===== src/rtl/fetch_ctrl.sv =====
// Instruction-fetch sequencer: shares imem between the boot loader and the fetch engine.
// Optional EBREAK halt/resume is enabled by defining FETCH_CTRL_EBREAK_HALT_EN.
module fetch_ctrl #(
    parameter int unsigned ADDR_W    = 10,
    parameter int unsigned BOOT_ADDR = 0
) (
    input  logic              clk,
    input  logic              reset,
    input  logic              ld_valid,
    output logic              ld_ready,
    input  logic [ADDR_W-1:0] ld_addr,
    input  logic [31:0]       ld_data,
    input  logic              ld_done,
    input  logic              stall,
    input  logic              redirect,
    input  logic [ADDR_W-1:0] redirect_pc,
    input  logic              resume,
    output logic              imem_we,
    output logic [ADDR_W-1:0] imem_addr,
    output logic [31:0]       imem_wdata,
    input  logic [31:0]       imem_rdata,
    output logic [ADDR_W-1:0] pc,
    output logic [31:0]       insn,
    output logic [ADDR_W-1:0] insn_pc,
    output logic              insn_valid,
    output logic [1:0]        state
);

    localparam logic [ADDR_W-1:0] BOOT_PC   = ADDR_W'(BOOT_ADDR) & ~ADDR_W'(3);
    localparam logic [31:0]       NOP_INSN  = 32'h0000_0013;
    localparam logic [31:0]       EBRK_INSN = 32'h0010_0073;

    typedef enum logic [1:0] {
        ST_LOAD = 2'b00,
        ST_RUN  = 2'b01,
        ST_HALT = 2'b10
    } state_t;

    state_t            state_q;
    logic [ADDR_W-1:0] pc_q;
    logic [31:0]       insn_q;
    logic [ADDR_W-1:0] insn_pc_q;
    logic              insn_valid_q;

    logic [ADDR_W-1:0] pc_seq_d;
    logic [ADDR_W-1:0] pc_tgt_d;

    // Sequential PC wraps modulo 2^ADDR_W; targets are word-aligned by dropping the low bits.
    assign pc_seq_d = pc_q + ADDR_W'(4);
    assign pc_tgt_d = {redirect_pc[ADDR_W-1:2], 2'b00};

    always_ff @(posedge clk or posedge reset) begin
        if (reset) begin
            state_q      <= ST_LOAD;
            pc_q         <= BOOT_PC;
            insn_q       <= NOP_INSN;
            insn_pc_q    <= '0;
            insn_valid_q <= 1'b0;
        end else begin
            case (state_q)
                ST_LOAD: begin
                    insn_valid_q <= 1'b0;
                    if (ld_done) begin
                        state_q <= ST_RUN;
                        pc_q    <= BOOT_PC;
                    end
                end
                ST_RUN: begin
                    if (redirect) begin
                        pc_q         <= pc_tgt_d;
                        insn_valid_q <= 1'b0;
                    end else if (!stall) begin
                        insn_q       <= imem_rdata;
                        insn_pc_q    <= pc_q;
                        insn_valid_q <= 1'b1;
                        pc_q         <= pc_seq_d;
`ifdef FETCH_CTRL_EBREAK_HALT_EN
                        if (imem_rdata == EBRK_INSN) begin
                            state_q <= ST_HALT;
                        end
`endif
                    end
                end
`ifdef FETCH_CTRL_EBREAK_HALT_EN
                ST_HALT: begin
                    insn_valid_q <= 1'b0;
                    if (resume) begin
                        state_q <= ST_RUN;
                    end
                end
`endif
                default: begin
                    state_q      <= ST_LOAD;
                    insn_valid_q <= 1'b0;
                end
            endcase
        end
    end

    always_comb begin
        ld_ready   = 1'b0;
        imem_we    = 1'b0;
        imem_addr  = pc_q;
        imem_wdata = '0;
        if (state_q == ST_LOAD) begin
            ld_ready   = 1'b1;
            imem_we    = ld_valid;
            imem_addr  = ld_addr;
            imem_wdata = ld_data;
        end
    end

    assign pc         = pc_q;
    assign insn       = insn_q;
    assign insn_pc    = insn_pc_q;
    assign insn_valid = insn_valid_q;
    assign state      = state_q;

    // Low target bits are discarded by alignment; resume only matters with the halt feature.
    logic unused_in;
`ifdef FETCH_CTRL_EBREAK_HALT_EN
    assign unused_in = ^redirect_pc[1:0];
`else
    assign unused_in = ^{redirect_pc[1:0], resume, EBRK_INSN};
`endif

endmodule


===== config.mk =====
export PLATFORM = sky130hd
export DESIGN_NAME = fetch_ctrl
export DESIGN_NICKNAME = d
export VERILOG_FILES = /design/src/rtl/fetch_ctrl.sv
export SDC_FILE = /design/constraint.sdc
export NUM_CORES = 1
export LEC_CHECK = 0
export ABC_CLOCK_PERIOD_IN_PS = 1400
export BUFFER_PORTS_ARGS = -buffer_cell sky130_fd_sc_hd__buf_2
export CORE_MARGIN = 2
export CORE_UTILIZATION = 35
export DETAILED_ROUTE_END_ITERATION = 10
export PLACE_DENSITY = 0.83
export SLEW_MARGIN = 40
export SYNTH_ARGS = -nofsm -noshare
export SYNTH_HDL_FRONTEND = slang
export SYNTH_SLANG_ARGS = --single-unit

===== constraint.sdc =====
create_clock -name clk -period 1.4 [get_ports clk]
set_input_delay 0.07 -clock clk [delete_from_list [all_inputs] [get_ports clk]]
set_output_delay 0.07 -clock clk [all_outputs]
set_load 0.02 [all_outputs]

# Word-level counts from Yosys, hierarchy flattened
# Cells that the tools add are included.
[word_totals]
input_bits = 91
out_inout_bits = 99
word_cells = 30
regBits = 55
[op_classes]
n_eq_ne = 3
n_bitwise = 3
n_reduce_logical = 5
n_mux = 13
addsub = 1
[ops]
columns = ["operator", "n"]
rows = [
  ["two-way mux 10 bit", 4],
  ["two-way mux 32 bit", 1],
  ["case mux 10 bit (2 select lines)", 1],
  ["adder 10 x 3 -> 10 bit (second input constant)", 1],
  ["AND reduction 3 bit", 2],
  ["two-way mux 1 bit", 5],
  ["case mux 2 bit (2 select lines)", 1],
  ["!= test 3 bit (second input constant)", 1],
  ["inverter 1 bit", 3],
  ["equality test 2 x 1 -> 1 bit (second input constant)", 1],
  ["zero test 2 bit", 1],
  ["two-way mux 2 bit", 1],
  ["!= test 2 bit (second input constant)", 1],
  ["AND reduction 2 bit", 1],
  ["nonzero test 2 bit", 1],
]

# Longest topological paths before layout
[depth]
ltp_word = 4
depth_mapped = 6

# Worst setup path before layout
# Ideal clock, no wire load.
[synth_timing]
kind = "flip-flop to flip-flop"
from = "register pc_q[2], in the netlist pc[2]"
to = "register pc_q[9], in the netlist pc[9]"
n_path_buf = 0
setup_ns = 0.122
slack_ns = -0.151
t_arrival_ns = 1.429
synth_period_minus_slack_ns = 1.551
stages_incl_launch_ff = 5
cell_sequence = "dfrtp_1 -> nand2_1 -> or3_1 -> a31o_1 -> a32o_1"
[synth_between]
elab_chain_len = 4
[synth_rtl]
columns = ["item", "line", "rtl"]
rows = [
  ["start: declaration", "40", "logic [ADDR_W-1:0] pc_q;"],
  ["start signal: assignment", "70", "pc_q <= pc_tgt_d;"],
  ["start signal: assignment", "76", "pc_q <= pc_seq_d;"],
  ["adder 10 x 3 -> 10 bit", "49", "assign pc_seq_d = pc_q + ADDR_W'(4);"],
  ["two-way mux 10 bit", "72", "end else if (!stall) begin"],
  ["two-way mux 10 bit", "69", "if (redirect) begin"],
  ["case mux 10 bit (2 select lines)", "60", "case (state_q)"],
]
# No other way between the ends. The select of a mux whose other input is x is not followed.
# A chain may end at the register's enable or synchronous reset.

# Worst setup path in the final report
[layout_timing]
from = "register state_q[0], in the netlist state[0]"
to = "output port imem_addr[2]"
[layout_between]
elab_chain_len = 2
[layout_rtl]
columns = ["item", "line", "rtl"]
rows = [
  ["start: declaration", "39", "state_t state_q;"],
  ["start signal: assignment", "54", "state_q <= ST_LOAD;"],
  ["start signal: assignment", "64", "state_q <= ST_RUN;"],
  ["start signal: assignment", "93", "state_q <= ST_LOAD;"],
  ["zero test 2 bit", "105", "if (state_q == ST_LOAD) begin"],
  ["two-way mux 10 bit", "105", ""],
  ["end: declaration", "19", "output logic [ADDR_W-1:0] imem_addr,"],
]
# No other way between the ends.

==> results.py <==
metrics = {
    "cts": {
        "clockBufferDepth": 2,
        "cts-buffers-inserted": 5,
        "cts_tree": "built",
        "htreeDepth": 2,
        "cts_root_buf": "clkbuf_8",
        "clock-sinks": 50,
        "worstSkewPairLatency_ns": 0.30,
        "clk_pin_slew_ns": 0.09,
    },
    "routing": {
        "wl_per_cell_um": 14.9,
        "wirelength_um": 9040,
        "postRouteAntennaNets": 0,
        "drc": 0,
        "drt-pass1-iter-count": 4,
        "vias": 2829,
        "drtIter0Drc": 179,
        "avgViaCountPerCell": 4.66,
    },
    "placed_design": {
        "portBuffers": 181,
        "placed_cells": 552,
        "dp_hpwl_um": 5460,
        "gp_congestion": 0.813,
    },
    "logic_synthesis": {
        "syn_area_per_cell_um2": 8.39,
        "synth_ff_type": "dfrtp_1",
        "synth_most_common_cell": "nand2_1",
        "synth_cell_types": 32,
        "synth_area_mm2": 0.00243,
        "ys_ff_latch": 50,
        "synthArstFlopShare_pct": 100,
        "synth_area_leaders": "dfrtp_1 48%, nand2_1 19%, nor2b_1 9.0%, mux2_2 3.7%, dfstp_2 3.2%",
        "ys_top_cells_by_count": "126 x nand2_1, 47 x dfrtp_1, 35 x nor2b_1",
        "syn_inst": 290,
        "synth-seq-area-share_pct": 51.6,
        "synth_edf_count": 0,
        "yosysWarningCount": 0,
        "synth_top_cell_by_area": "dfrtp_1",
        "netlist.area_leader.share_pct": 48.3,
    },
    "worst_setup_path": {
        "critPathSlowestCell": "dfrtp_2",
        "crit_type": "reg2out",
        "cp_max_fo": 8,
        "crit_arrival_ns": 1.41,
        "endpoint_kind": "output port",
        "max_stage_delay_ns": 0.49,
        "required_ns": 1.33,
        "crit_path_cell_trace": "buf_12, mux2_4, buf_6",
        "cp-start-kind": "flop",
    },
    "sta": {
        "maxSlewViolCount": 0,
        "hold_viol_final": 0,
        "finalCritPeriodShare_pct": 105,
        "holdWs_ns": 0.0568,
        "rsz0062_at_grt": "yes",
        "setup_violations": 36,
        "fmax_ghz": 0.678,
        "skew_ns": 0.00853,
        "layout_setup_ws_ns": -0.0754,
        "min_period_ns": 1.48,
    },
    "finish": {
        "finalNonFillerCells": 607,
        "drive_above_1_share_pct": 52.2,
        "regArea_mm2": 0.00126,
        "antennaDiodeCount": 0,
        "fillers": 510,
        "multiInputGateArea_mm2": 0.00129,
        "final_nets": 618,
        "fin_util_pct": 69.2,
        "area_growth_syn_to_layout_pct": 92.2,
    },
    "floorplanning": {
        "die_x_um": 87.4,
        "die_h_um": 87.4,
        "rows": 30,
        "dieArea_mm2": 0.00764,
        "initial_utilization_pct": 36.0,
        "core_mm2": 0.00676,
        "ios": 190,
    },
    "pwr": {
        "ir_drop_mv": 0.441,
        "seqPwrFrac_pct": 42.4,
        "p_clk_share_pct": 25.2,
        "leakagePower_nw": 2.56,
        "power_switching_mw": 1.37,
        "p_per_area_mw_per_mm2": 891,
        "p_int_mw": 2.80,
        "power_frac_comb_pct": 32.4,
        "p_total_mw": 4.17,
        "swShare_pct": 32.8,
    },
    "global_route": {
        "gr-total-overflow": 0,
        "grt_start_max_net_pins": 51,
        "grt_pass1_wl_um": 12900,
        "grtUsageTotal_pct": 21.2,
        "antenna_found_initial": 0,
        "grt_pass1_vias": 2715,
    },
    "worst_hold_path": {
        "hp-class": "in2reg",
    },
    "job": {
        "drv_cap": 0,
    },
    "run_status": {
        "violations": "negative setup slack",
        "status": "finished, violations left",
    },
}
## cells in the final DEF (no fill, tap or decap), types with 2 or more instances in the layout
cell and count:
nand2_1 124, o22ai_1 2, dfrtp_2 8, inv_2 2
buf_6 30, clkbuf_16 3, dlygate4sd3_1 34, buf_2 137
inv_1 4, nor2b_4 17, dfstp_2 3, nor3_1 2
nand3_2 2, nand2_2 2, o21ai_0 6, clkbuf_8 5
nor2b_2 4, nor2_1 5, mux2_4 8, nor2b_1 14
buf_4 33, dfrtp_1 39, a21oi_1 7, conb_1 5
buf_12 6
## state kept, by name, indices dropped and copies added (netlist names)
name	count
pc	8
state	1
insn_valid	1
insn_pc	8
insn	32
## cells by family after synthesis
group                      Yosys count  share of synthesized area (%)
buffers and inverters               27                           5.40
other                                1                          0.154
adders and majority gates            1                          0.514
AOI/OAI and AO/OA                   24                           5.91
DFF                                 50                           51.6
and+or+nand+nor                    178                           32.3
muxes                                9                           4.11
## per-stage QoR
stage / TNS, ns / instance area, µm² / worst slack, ns
after CTS: -2.00 / 4290 / -0.0803
after global placement: 0 / 3500 / 0.0117
final: -1.11 / 4680 / -0.0754
after floorplan: -0.0280 / 2460 / -0.0280
after global routing: -3.57 / 4680 / -0.118
after detailed placement: -0.0240 / 3500 / -0.0240
## timing repair
item / in CTS / in global routing
resized for setup: 73 / 75
pin swaps: 0 / 4
hold endpoints to repair: 80 / 0
endpoints found under the setup margin: 10 / 90
setup buffers: 5 / 3
hold buffers: 34 / 0
cloned: 2 / 3
## power groups by stage
stage                     clock network (mW)  registers, mW  logic, mW
after floorplan                            0           2.05      0.372
after global placement                     0           1.78       1.10
after detailed placement                   0           1.79       1.13
after CTS                               1.09           1.76       1.28
after global routing                    1.16           1.79       1.46
final                                   1.05           1.77       1.35
## path summary, 6_finish.rpt
| check | to | startpoint | depth (start not counted) | slack, ns |
|---|---|---|---|---|
| min in group asynchronous | insn_pc[2]$_DFFE_PP0P_ | reset | 4 | 0.34 |
| setup / recovery | imem_addr[2] | state[0]$_DFFE_PP0P_ | 3 | -0.08 |
| hold reg to reg | insn[1]$_DFFE_PP1P_ | insn[1]$_DFFE_PP1P_ | 2 | 0.47 |
| setup reg to reg | pc[4]$_DFFE_PP0P_ | state[0]$_DFFE_PP0P_ | 5 | -0.03 |
| max in group asynchronous | insn[4]$_DFFE_PP1P_ | reset | 4 | 0.76 |
| hold / removal | insn_valid$_DFFE_PP0P_ | stall | 2 | 0.06 |
## routing by layer
metal | vias up | GRT usage (%) | part of all wire [%]
met2 | 118 | 35.6 | 52
met5 | - | 0 | 0
met1 | 1321 | 28.1 | 41
met3 | 15 | 4.08 | 5.5
li1 | 1375 | - | -
met4 | 0 | 5.03 | 1.5
## layout make-up
type,count,share of cell area (%)
multi-input combinational,217,27.6
inverter,6,0.481
tap,80,2.14
timing repair buffer,246,40.2
clock buffer,5,1.47
clock inverter,3,1.04
sequential,50,27.0
## worst max-delay path, delay by kind of cell, from the launching register on
| family | cells | cell delay [ns] |
|---|---|---|
| buffers and inverters | 2 | 0.30 |
| multiplexers | 1 | 0.31 |
| flip-flops | 1 | 0.49 |
(Power assumes the default switching activity.)
